<file path="config.mk">
export PLATFORM = sky130hd
export DESIGN_NAME = matrix_generate_3x3_8bit
export DESIGN_NICKNAME = d
export VERILOG_FILES = /design/src/rtl/matrix_generate_3x3_8bit_pkg.sv /design/src/rtl/matrix_generate_3x3_8bit_sync_delay.sv /design/src/rtl/matrix_generate_3x3_8bit.sv
export SDC_FILE = /design/constraint.sdc
export NUM_CORES = 1
export LEC_CHECK = 0
export BUFFER_PORTS_ARGS = -buffer_cell sky130_fd_sc_hd__buf_2
export CORE_ASPECT_RATIO = 0.7
export CORE_UTILIZATION = 40
export DETAILED_ROUTE_END_ITERATION = 12
export PLACE_DENSITY = 0.69
export SETUP_SLACK_MARGIN = 0.3
export SYNTH_ARGS = -nofsm -noshare
export SYNTH_HDL_FRONTEND = slang
export SYNTH_HIERARCHICAL = 1
export SYNTH_SLANG_ARGS = --single-unit
</file>
<file path="constraint.sdc">
create_clock -name clock -period 3.4 [get_ports clock]
set_input_delay 0.17 -clock clock [delete_from_list [all_inputs] [get_ports clock]]
set_output_delay 0.17 -clock clock [all_outputs]
set_load 0.05 [all_outputs]
</file>
<file path="src/rtl/matrix_generate_3x3_8bit_pkg.sv">
// Shared constants for the 3x3 window generator.
package matrix_generate_3x3_8bit_pkg;

    // Default pixel width in bits.
    localparam int DATA_W = 8;

    // Default row/column counter width.
    localparam int CNT_W = 11;

    // Cycles from an input pixel strobe to the matching window output.
    localparam int MATRIX_LATENCY = 2;

endpackage

</file>
<file path="src/rtl/matrix_generate_3x3_8bit_sync_delay.sv">
// Fixed-depth delay line for the video sync bundle (vsync/href/clken).
// The first stage is exposed separately because the window logic works
// one cycle behind the input, aligned with the line-buffer read data.
module vip_sync_delay #(
    parameter int DEPTH = 2,
    parameter int WIDTH = 3
) (
    input  logic             clock,
    input  logic             reset,
    input  logic [WIDTH-1:0] din,
    output logic [WIDTH-1:0] tap1,
    output logic [WIDTH-1:0] dout
);

    logic [WIDTH-1:0] stage_r [DEPTH];

    // Shift the sync bundle one stage per clock; reset clears every stage
    always_ff @(posedge clock) begin
        if (reset) begin
            for (int i = 0; i < DEPTH; i++) begin
                stage_r[i] <= '0;
            end
        end else begin
            stage_r[0] <= din;
            for (int i = 1; i < DEPTH; i++) begin
                stage_r[i] <= stage_r[i-1];
            end
        end
    end

    assign tap1 = stage_r[0];
    assign dout = stage_r[DEPTH-1];

endmodule

</file>
<file path="src/rtl/matrix_generate_3x3_8bit.sv">
// 3x3 neighbourhood generator. Combines the current pixel with two
// line-buffer rows into a sliding window, replicating the first line(s)
// of a frame vertically and the first pixel of a line horizontally.
module matrix_generate_3x3_8bit #(
    parameter int DATA_W = matrix_generate_3x3_8bit_pkg::DATA_W,
    parameter int CNT_W  = matrix_generate_3x3_8bit_pkg::CNT_W
) (
    input  logic              clock,
    input  logic              reset,
    input  logic              per_frame_vsync,
    input  logic              per_frame_href,
    input  logic              per_frame_clken,
    input  logic [DATA_W-1:0] per_img_y,
    input  logic [DATA_W-1:0] row2_data,
    input  logic [DATA_W-1:0] row1_data,
    output logic              matrix_frame_vsync,
    output logic              matrix_frame_href,
    output logic              matrix_frame_clken,
    output logic [DATA_W-1:0] matrix_p11,
    output logic [DATA_W-1:0] matrix_p12,
    output logic [DATA_W-1:0] matrix_p13,
    output logic [DATA_W-1:0] matrix_p21,
    output logic [DATA_W-1:0] matrix_p22,
    output logic [DATA_W-1:0] matrix_p23,
    output logic [DATA_W-1:0] matrix_p31,
    output logic [DATA_W-1:0] matrix_p32,
    output logic [DATA_W-1:0] matrix_p33
);

    import matrix_generate_3x3_8bit_pkg::*;

    localparam logic [CNT_W-1:0] CNT_MAX = '1;

    logic [2:0]        sync_in_s;
    logic [2:0]        sync_d1_s;
    logic [2:0]        sync_out_s;
    logic              vsync_d1, href_d1, clken_d1;
    logic              vsync_d2, href_d2;
    logic              vsync_rise_s, href_fall_s;
    logic [DATA_W-1:0] row3_d;
    logic [CNT_W-1:0]  col_cnt_r;
    logic [CNT_W-1:0]  row_cnt_r;
    logic [DATA_W-1:0] new_top_s, new_mid_s, new_bot_s;

    assign sync_in_s = {per_frame_vsync, per_frame_href, per_frame_clken};

    vip_sync_delay #(
        .DEPTH (MATRIX_LATENCY),
        .WIDTH (3)
    ) u_sync_delay (
        .clock (clock),
        .reset (reset),
        .din   (sync_in_s),
        .tap1  (sync_d1_s),
        .dout  (sync_out_s)
    );

    assign vsync_d1 = sync_d1_s[2];
    assign href_d1  = sync_d1_s[1];
    assign clken_d1 = sync_d1_s[0];
    assign vsync_d2 = sync_out_s[2];
    assign href_d2  = sync_out_s[1];

    assign matrix_frame_vsync = sync_out_s[2];
    assign matrix_frame_href  = sync_out_s[1];
    assign matrix_frame_clken = sync_out_s[0];

    // Edges are taken on the delayed syncs so they line up with clken_d1
    assign vsync_rise_s = vsync_d1 & ~vsync_d2;
    assign href_fall_s  = ~href_d1 & href_d2;

    // Delay the current pixel one cycle to meet the line-buffer read data
    always_ff @(posedge clock) begin
        if (reset) begin
            row3_d <= '0;
        end else begin
            row3_d <= per_img_y;
        end
    end

    // Column position within the line; zero marks the left border
    always_ff @(posedge clock) begin
        if (reset) begin
            col_cnt_r <= '0;
        end else if (!href_d1) begin
            col_cnt_r <= '0;
        end else if (clken_d1 && (col_cnt_r != CNT_MAX)) begin
            col_cnt_r <= col_cnt_r + CNT_W'(1);
        end else begin
            col_cnt_r <= col_cnt_r;
        end
    end

    // Line index within the frame; selects how many buffered rows are real
    always_ff @(posedge clock) begin
        if (reset) begin
            row_cnt_r <= '0;
        end else if (vsync_rise_s) begin
            row_cnt_r <= '0;
        end else if (href_fall_s && (row_cnt_r != CNT_MAX)) begin
            row_cnt_r <= row_cnt_r + CNT_W'(1);
        end else begin
            row_cnt_r <= row_cnt_r;
        end
    end

    // Build the incoming column, replicating downward at the top border
    always_comb begin
        new_top_s = row1_data;
        new_mid_s = row2_data;
        new_bot_s = row3_d;
        if (row_cnt_r == CNT_W'(0)) begin
            new_top_s = row3_d;
            new_mid_s = row3_d;
        end else if (row_cnt_r == CNT_W'(1)) begin
            new_top_s = row2_data;
            new_mid_s = row2_data;
        end else begin
            new_top_s = row1_data;
            new_mid_s = row2_data;
        end
    end

    // Shift the window left by one column per pixel; fill it on the first pixel
    always_ff @(posedge clock) begin
        if (reset) begin
            matrix_p11 <= '0; matrix_p12 <= '0; matrix_p13 <= '0;
            matrix_p21 <= '0; matrix_p22 <= '0; matrix_p23 <= '0;
            matrix_p31 <= '0; matrix_p32 <= '0; matrix_p33 <= '0;
        end else if (clken_d1) begin
            if (col_cnt_r == CNT_W'(0)) begin
                matrix_p11 <= new_top_s; matrix_p12 <= new_top_s; matrix_p13 <= new_top_s;
                matrix_p21 <= new_mid_s; matrix_p22 <= new_mid_s; matrix_p23 <= new_mid_s;
                matrix_p31 <= new_bot_s; matrix_p32 <= new_bot_s; matrix_p33 <= new_bot_s;
            end else begin
                matrix_p11 <= matrix_p12; matrix_p12 <= matrix_p13; matrix_p13 <= new_top_s;
                matrix_p21 <= matrix_p22; matrix_p22 <= matrix_p23; matrix_p23 <= new_mid_s;
                matrix_p31 <= matrix_p32; matrix_p32 <= matrix_p33; matrix_p33 <= new_bot_s;
            end
        end
    end

endmodule
</file>
==> impl_results.html <==
<table>
<tr><th>Metric</th><th>Value</th></tr>
<tr><th colspan="2">Run status</th></tr>
<tr><td>Status</td><td>completed</td></tr>
<tr><th colspan="2">Place</th></tr>
<tr><td>Cell total after placement</td><td>779</td></tr>
<tr><td>Half-perimeter wire length after placement</td><td>9040 µm</td></tr>
<tr><td>Placed cell area</td><td>5320 µm²</td></tr>
<tr><td>Count of input and output buffers</td><td>103</td></tr>
<tr><td>Final weighted congestion of routability-driven global placement</td><td>0.847</td></tr>
<tr><th colspan="2">Power and ir drop</th></tr>
<tr><td>Maximum VDD drop</td><td>0.000265 V</td></tr>
<tr><td>Cell internal pwr</td><td>2.00 mW</td></tr>
<tr><td>Power density of the placed cells</td><td>506 nW/µm²</td></tr>
<tr><td>Combinational power share</td><td>0.144</td></tr>
<tr><td>Leakage dissipation</td><td>2.28 nW</td></tr>
<tr><td>Switching share of total power</td><td>0.293</td></tr>
<tr><td>Share of total power in sequential cells</td><td>0.485</td></tr>
<tr><td>Share of total power in the clock network</td><td>0.371</td></tr>
<tr><td>Net switching power figure</td><td>0.832 mW</td></tr>
<tr><th colspan="2">Final layout</th></tr>
<tr><td>Post-Layout Inst Area</td><td>5610 µm²</td></tr>
<tr><td>Share of post-route cells with drive strength above 1</td><td>0.240</td></tr>
<tr><td>Final cell count without fillers</td><td>795</td></tr>
<tr><td>Post-Route Utilization</td><td>0.497</td></tr>
<tr><td>Ant diodes</td><td>0</td></tr>
<tr><td>Area added between synthesis and finish</td><td>18.3%</td></tr>
<tr><td>Final nets</td><td>671</td></tr>
<tr><th colspan="2">Logic synthesis</th></tr>
<tr><td>Number of synthesized flops with an enable pin</td><td>0</td></tr>
<tr><td>Distinct cells, synth</td><td>47</td></tr>
<tr><td>Sequential cell area fraction in the yosys report</td><td>0.456</td></tr>
<tr><td>Share of the synthesized area in compound gates (AO/OA/AOI/OAI)</td><td>0.189</td></tr>
<tr><td>Main flop type after synthesis</td><td>sky130_fd_sc_hd__dfxtp_1</td></tr>
<tr><td>Cell area after synthesis</td><td>4740 µm²</td></tr>
<tr><td>Synthesized flop and latch total</td><td>108</td></tr>
<tr><td>Adder and majority cell fraction of the synthesized area</td><td>0.0132</td></tr>
<tr><td>Multiplexer fraction of the synthesized cell area</td><td>0.0211</td></tr>
<tr><td>Net count of the mapped netlist</td><td>588</td></tr>
<tr><td>Fraction of the mapped netlist area in simple logic gates</td><td>0.249</td></tr>
<tr><td>Dominant combinational cell family by area after synthesis</td><td>simple AND/OR/NAND/NOR gates</td></tr>
<tr><td>Asr flop ratio synth</td><td>0</td></tr>
<tr><td>Mean instance size in the synthesized netlist</td><td>8.56 µm²</td></tr>
<tr><td>Cell count after synthesis</td><td>554</td></tr>
<tr><td>Total of warnings raised by yosys</td><td>6</td></tr>
<tr><td>Fraction of synthesized cell area in xor and xnor cells</td><td>0.0259</td></tr>
<tr><th colspan="2">Setup path</th></tr>
<tr><td>Crit-path slowest cell</td><td>sky130_fd_sc_hd__or4_1</td></tr>
<tr><td>Critical Path RT</td><td>3.61 ns</td></tr>
<tr><td>Arrival @ worst endpoint</td><td>2.87 ns</td></tr>
<tr><td>Highest cell delay on the worst timing path</td><td>0.76 ns</td></tr>
<tr><td>Peak fanout along the critical path</td><td>16</td></tr>
<tr><td>Setup Crit Path Kind</td><td>reg2reg</td></tr>
<tr><td>Depth of the worst register-to-register path</td><td>5</td></tr>
<tr><td>Critical path startpoint category</td><td>flop</td></tr>
<tr><td>Cell-by-cell trace of the critical path</td><td>or4_1 -&gt; or4_1 -&gt; buf_4 -&gt; o2111ai_2 -&gt; a211oi_1</td></tr>
<tr><td>Setup crit end kind</td><td>flop</td></tr>
<tr><td>Most numerous cell on the critical path</td><td>sky130_fd_sc_hd__or4_1</td></tr>
<tr><th colspan="2">Timing</th></tr>
<tr><td>RSZ-0062 raised after global routing</td><td>no</td></tr>
<tr><td>Number of hold violations in the final report</td><td>0</td></tr>
<tr><td>Slew @ Worst Pin</td><td>1.00 ns</td></tr>
<tr><td>F_max</td><td>375 MHz</td></tr>
<tr><td>Post-Route Skew</td><td>0.00697 ns</td></tr>
<tr><td>Max-slew violation total from the final report</td><td>0</td></tr>
<tr><td># setup viols final</td><td>0</td></tr>
<tr><td>Sum Neg Setup Slack</td><td>0 ns</td></tr>
<tr><td>Clock period minus final worst setup slack</td><td>2.66 ns</td></tr>
<tr><td>Normalized max-slew margin</td><td>0.329</td></tr>
<tr><td>Final critical-path share of the clock period</td><td>0.784</td></tr>
<tr><th colspan="2">Drt</th></tr>
<tr><td>Average detailed-routed wire length per instance</td><td>15.9 µm</td></tr>
<tr><td>Violation count after the first detailed-routing iteration</td><td>493</td></tr>
<tr><td>Total wire length after detailed routing</td><td>12700 µm</td></tr>
<tr><td>Routed via count</td><td>4326</td></tr>
<tr><td>Via/cell ratio</td><td>5.44</td></tr>
<tr><td>Number of nets with antenna violations after routing</td><td>0</td></tr>
<tr><td>Count of TritonRoute iterations in the first routing pass</td><td>5</td></tr>
<tr><td>Remaining design rule violation count</td><td>0</td></tr>
<tr><th colspan="2">Clock tree</th></tr>
<tr><td>CTS Sinks</td><td>108</td></tr>
<tr><td>CTS max path bufs</td><td>2</td></tr>
<tr><td>Clock transition at path regs</td><td>0.07 ns</td></tr>
<tr><td>Max H-tree Level</td><td>3</td></tr>
<tr><td>Number of buffers created by CTS</td><td>9</td></tr>
<tr><td>Clock tree root driver cell</td><td>sky130_fd_sc_hd__clkbuf_16</td></tr>
<tr><td>Count of instances resized after the clock tree is built</td><td>0</td></tr>
<tr><td>Clock tree from TritonCTS</td><td>done</td></tr>
<tr><td>Hold-fix buffers, CTS</td><td>0</td></tr>
<tr><td>Worst skew pair latency</td><td>0.35 ns</td></tr>
<tr><td>Post-CTS Setup Bufs</td><td>0</td></tr>
<tr><th colspan="2">Global routing</th></tr>
<tr><td>First-pass GRT wire length</td><td>20100 µm</td></tr>
<tr><td>Initial antenna violation count</td><td>0</td></tr>
<tr><td>Global routing usage summed across all routing layers</td><td>0.212</td></tr>
<tr><td>Number of global-route vias before repair</td><td>3809</td></tr>
<tr><td>Pin count of the biggest net entering global routing</td><td>60</td></tr>
<tr><td>Global-route congestion overflow total</td><td>0</td></tr>
<tr><th colspan="2">Floorplanning</th></tr>
<tr><td>Standard cell core area</td><td>11300 µm²</td></tr>
<tr><td>Floorplan die area</td><td>12300 µm²</td></tr>
<tr><td>Width of the chip</td><td>132 µm</td></tr>
<tr><td>Num rows</td><td>32</td></tr>
<tr><td>Starting Density</td><td>0.420</td></tr>
<tr><td>Total I/O pin count</td><td>104</td></tr>
<tr><td>Vertical die dimension</td><td>93.1 µm</td></tr>
<tr><th colspan="2">Worst hold path</th></tr>
<tr><td>Cell depth of the worst hold path</td><td>2</td></tr>
<tr><td>Class of the tightest hold or removal check</td><td>in2reg</td></tr>
<tr><th colspan="2">Flow run</th></tr>
<tr><td>Number of maximum-capacitance violations</td><td>0</td></tr>
</table>
==> final cells by class <==
class	instances	area, µm²
Timing Repair Buffer	110	568
Inverter	8	30.0
Fill cell	1068	5680
Multi-Input combinational cell	400	2360
Tap cell	153	191
Clock inverter	5	60.1
Clock buffer	11	233
Sequential cell	108	2160
==> path summary, 6_finish.rpt <==
| path | from | to | slack, ns |
|---|---|---|---|
| hold reg to reg | matrix_p21[1]$_SDFFE_PP0P_ | matrix_p21[1]$_SDFFE_PP0P_ | 0.45 |
| setup / recovery | row_cnt_r[6]$_SDFFE_PP0P_ | matrix_p12[2]$_SDFFE_PP0P_ | 0.74 |
| hold / removal | per_frame_vsync | u_sync_delay/stage_r[0][2]$_SDFF_PP0_ | 0.02 |
| setup reg to reg | row_cnt_r[6]$_SDFFE_PP0P_ | matrix_p12[2]$_SDFFE_PP0P_ | 0.74 |
==> cells in the final DEF, fill, tap and decap left out, drive strengths merged, types with 8 or more instances in the layout <==
cell,count
nor2b,17
nor4,10
nor2,93
inv,8
nand2,72
a211oi,17
dfxtp,108
nand3,11
mux2i,10
a311oi,24
clkbuf,11
o2111ai,16
or2,8
a21oi,27
buf,110
o21ai,25
a31o,8
nand2b,11
==> sequential cells by signal (all words and copies together) (netlist names) <==
signal	count
col_cnt_r	11
matrix_p32	8
row_cnt_r	11
matrix_p22	8
matrix_p31	8
matrix_p23	8
matrix_p12	8
matrix_p13	8
matrix_p21	8
u_sync_delay/stage_r	6
matrix_p11	8
new_bot_s	8
matrix_p33	8
==> critical path, delay by kind of cell (launching register included) <==
family | cells | cell delay, ns
and+or+nand+nor | 2 | 1.51
buffers and inverters | 1 | 0.33
DFF | 1 | 0.35
AOI/OAI and AO/OA | 2 | 0.33
==> power by group through the flow <==
stage	logic (mW)	registers, mW	clock network (mW)
after floorplan	0.150	1.55	0
after global placement	0.399	1.40	0
after detailed placement	0.408	1.40	0
after CTS	0.409	1.37	1.06
after global routing	0.435	1.38	1.13
final	0.409	1.37	1.05
==> per-layer routing <==
metal  global-route usage  wire length, µm  vias to the layer above
met3               0.0623             1200                       13
met4               0.0543              164                        0
li1                     -                -                     2111
met2                0.285             4990                      211
met1                0.320             6310                     1991
met5                    0                0                        -
==> cells by family (layout without fill, tap and decap cells) <==
logic type | Yosys count | count (layout)
buffers and inverters | 46 | 134
adders and majority gates | 5 | 5
AOI/OAI and AO/OA | 123 | 123
and+or+nand+nor | 248 | 248
xor gates and xnor gates | 14 | 14
muxes | 10 | 10
DFF | 108 | 108
==> through the flow <==
step | hold slack [ns] | total power [mW] | setup WS [ns]
after floorplan | 0.242 | 1.70 | 1.40
after global placement | 0.387 | 1.80 | 0.894
after detailed placement | 0.384 | 1.81 | 0.772
after CTS | 0.0144 | 2.85 | 0.751
after global routing | 0.0214 | 2.95 | 0.640
final | 0.0203 | 2.84 | 0.735
==> Yosys cell counts (5+ instances only) <==
library cell	count	area (µm²)
sky130_fd_sc_hd__or2_2	8	50.1
sky130_fd_sc_hd__o21ai_0	9	45.0
sky130_fd_sc_hd__nand2b_1	11	68.8
sky130_fd_sc_hd__a211oi_1	17	128
sky130_fd_sc_hd__nand4_1	5	31.3
sky130_fd_sc_hd__mux2i_1	10	100
sky130_fd_sc_hd__xnor2_1	7	61.3
sky130_fd_sc_hd__a21oi_1	27	135
sky130_fd_sc_hd__ha_1	5	62.6
sky130_fd_sc_hd__a311oi_1	24	210
sky130_fd_sc_hd__nor3_1	5	25.0
sky130_fd_sc_hd__xor2_1	7	61.3
sky130_fd_sc_hd__nand3_1	11	55.1
sky130_fd_sc_hd__nand2_1	68	255
sky130_fd_sc_hd__nor2b_1	17	106
sky130_fd_sc_hd__o2111ai_2	8	120
sky130_fd_sc_hd__nor4_1	9	56.3
sky130_fd_sc_hd__inv_1	7	26.3
sky130_fd_sc_hd__o21ai_1	16	80.1
sky130_fd_sc_hd__clkbuf_1	29	109
sky130_fd_sc_hd__nor2_1	93	349
sky130_fd_sc_hd__dfxtp_1	108	2160
sky130_fd_sc_hd__o2111ai_1	8	70.1
No activity file was read; power rests on OpenSTA's default activity.
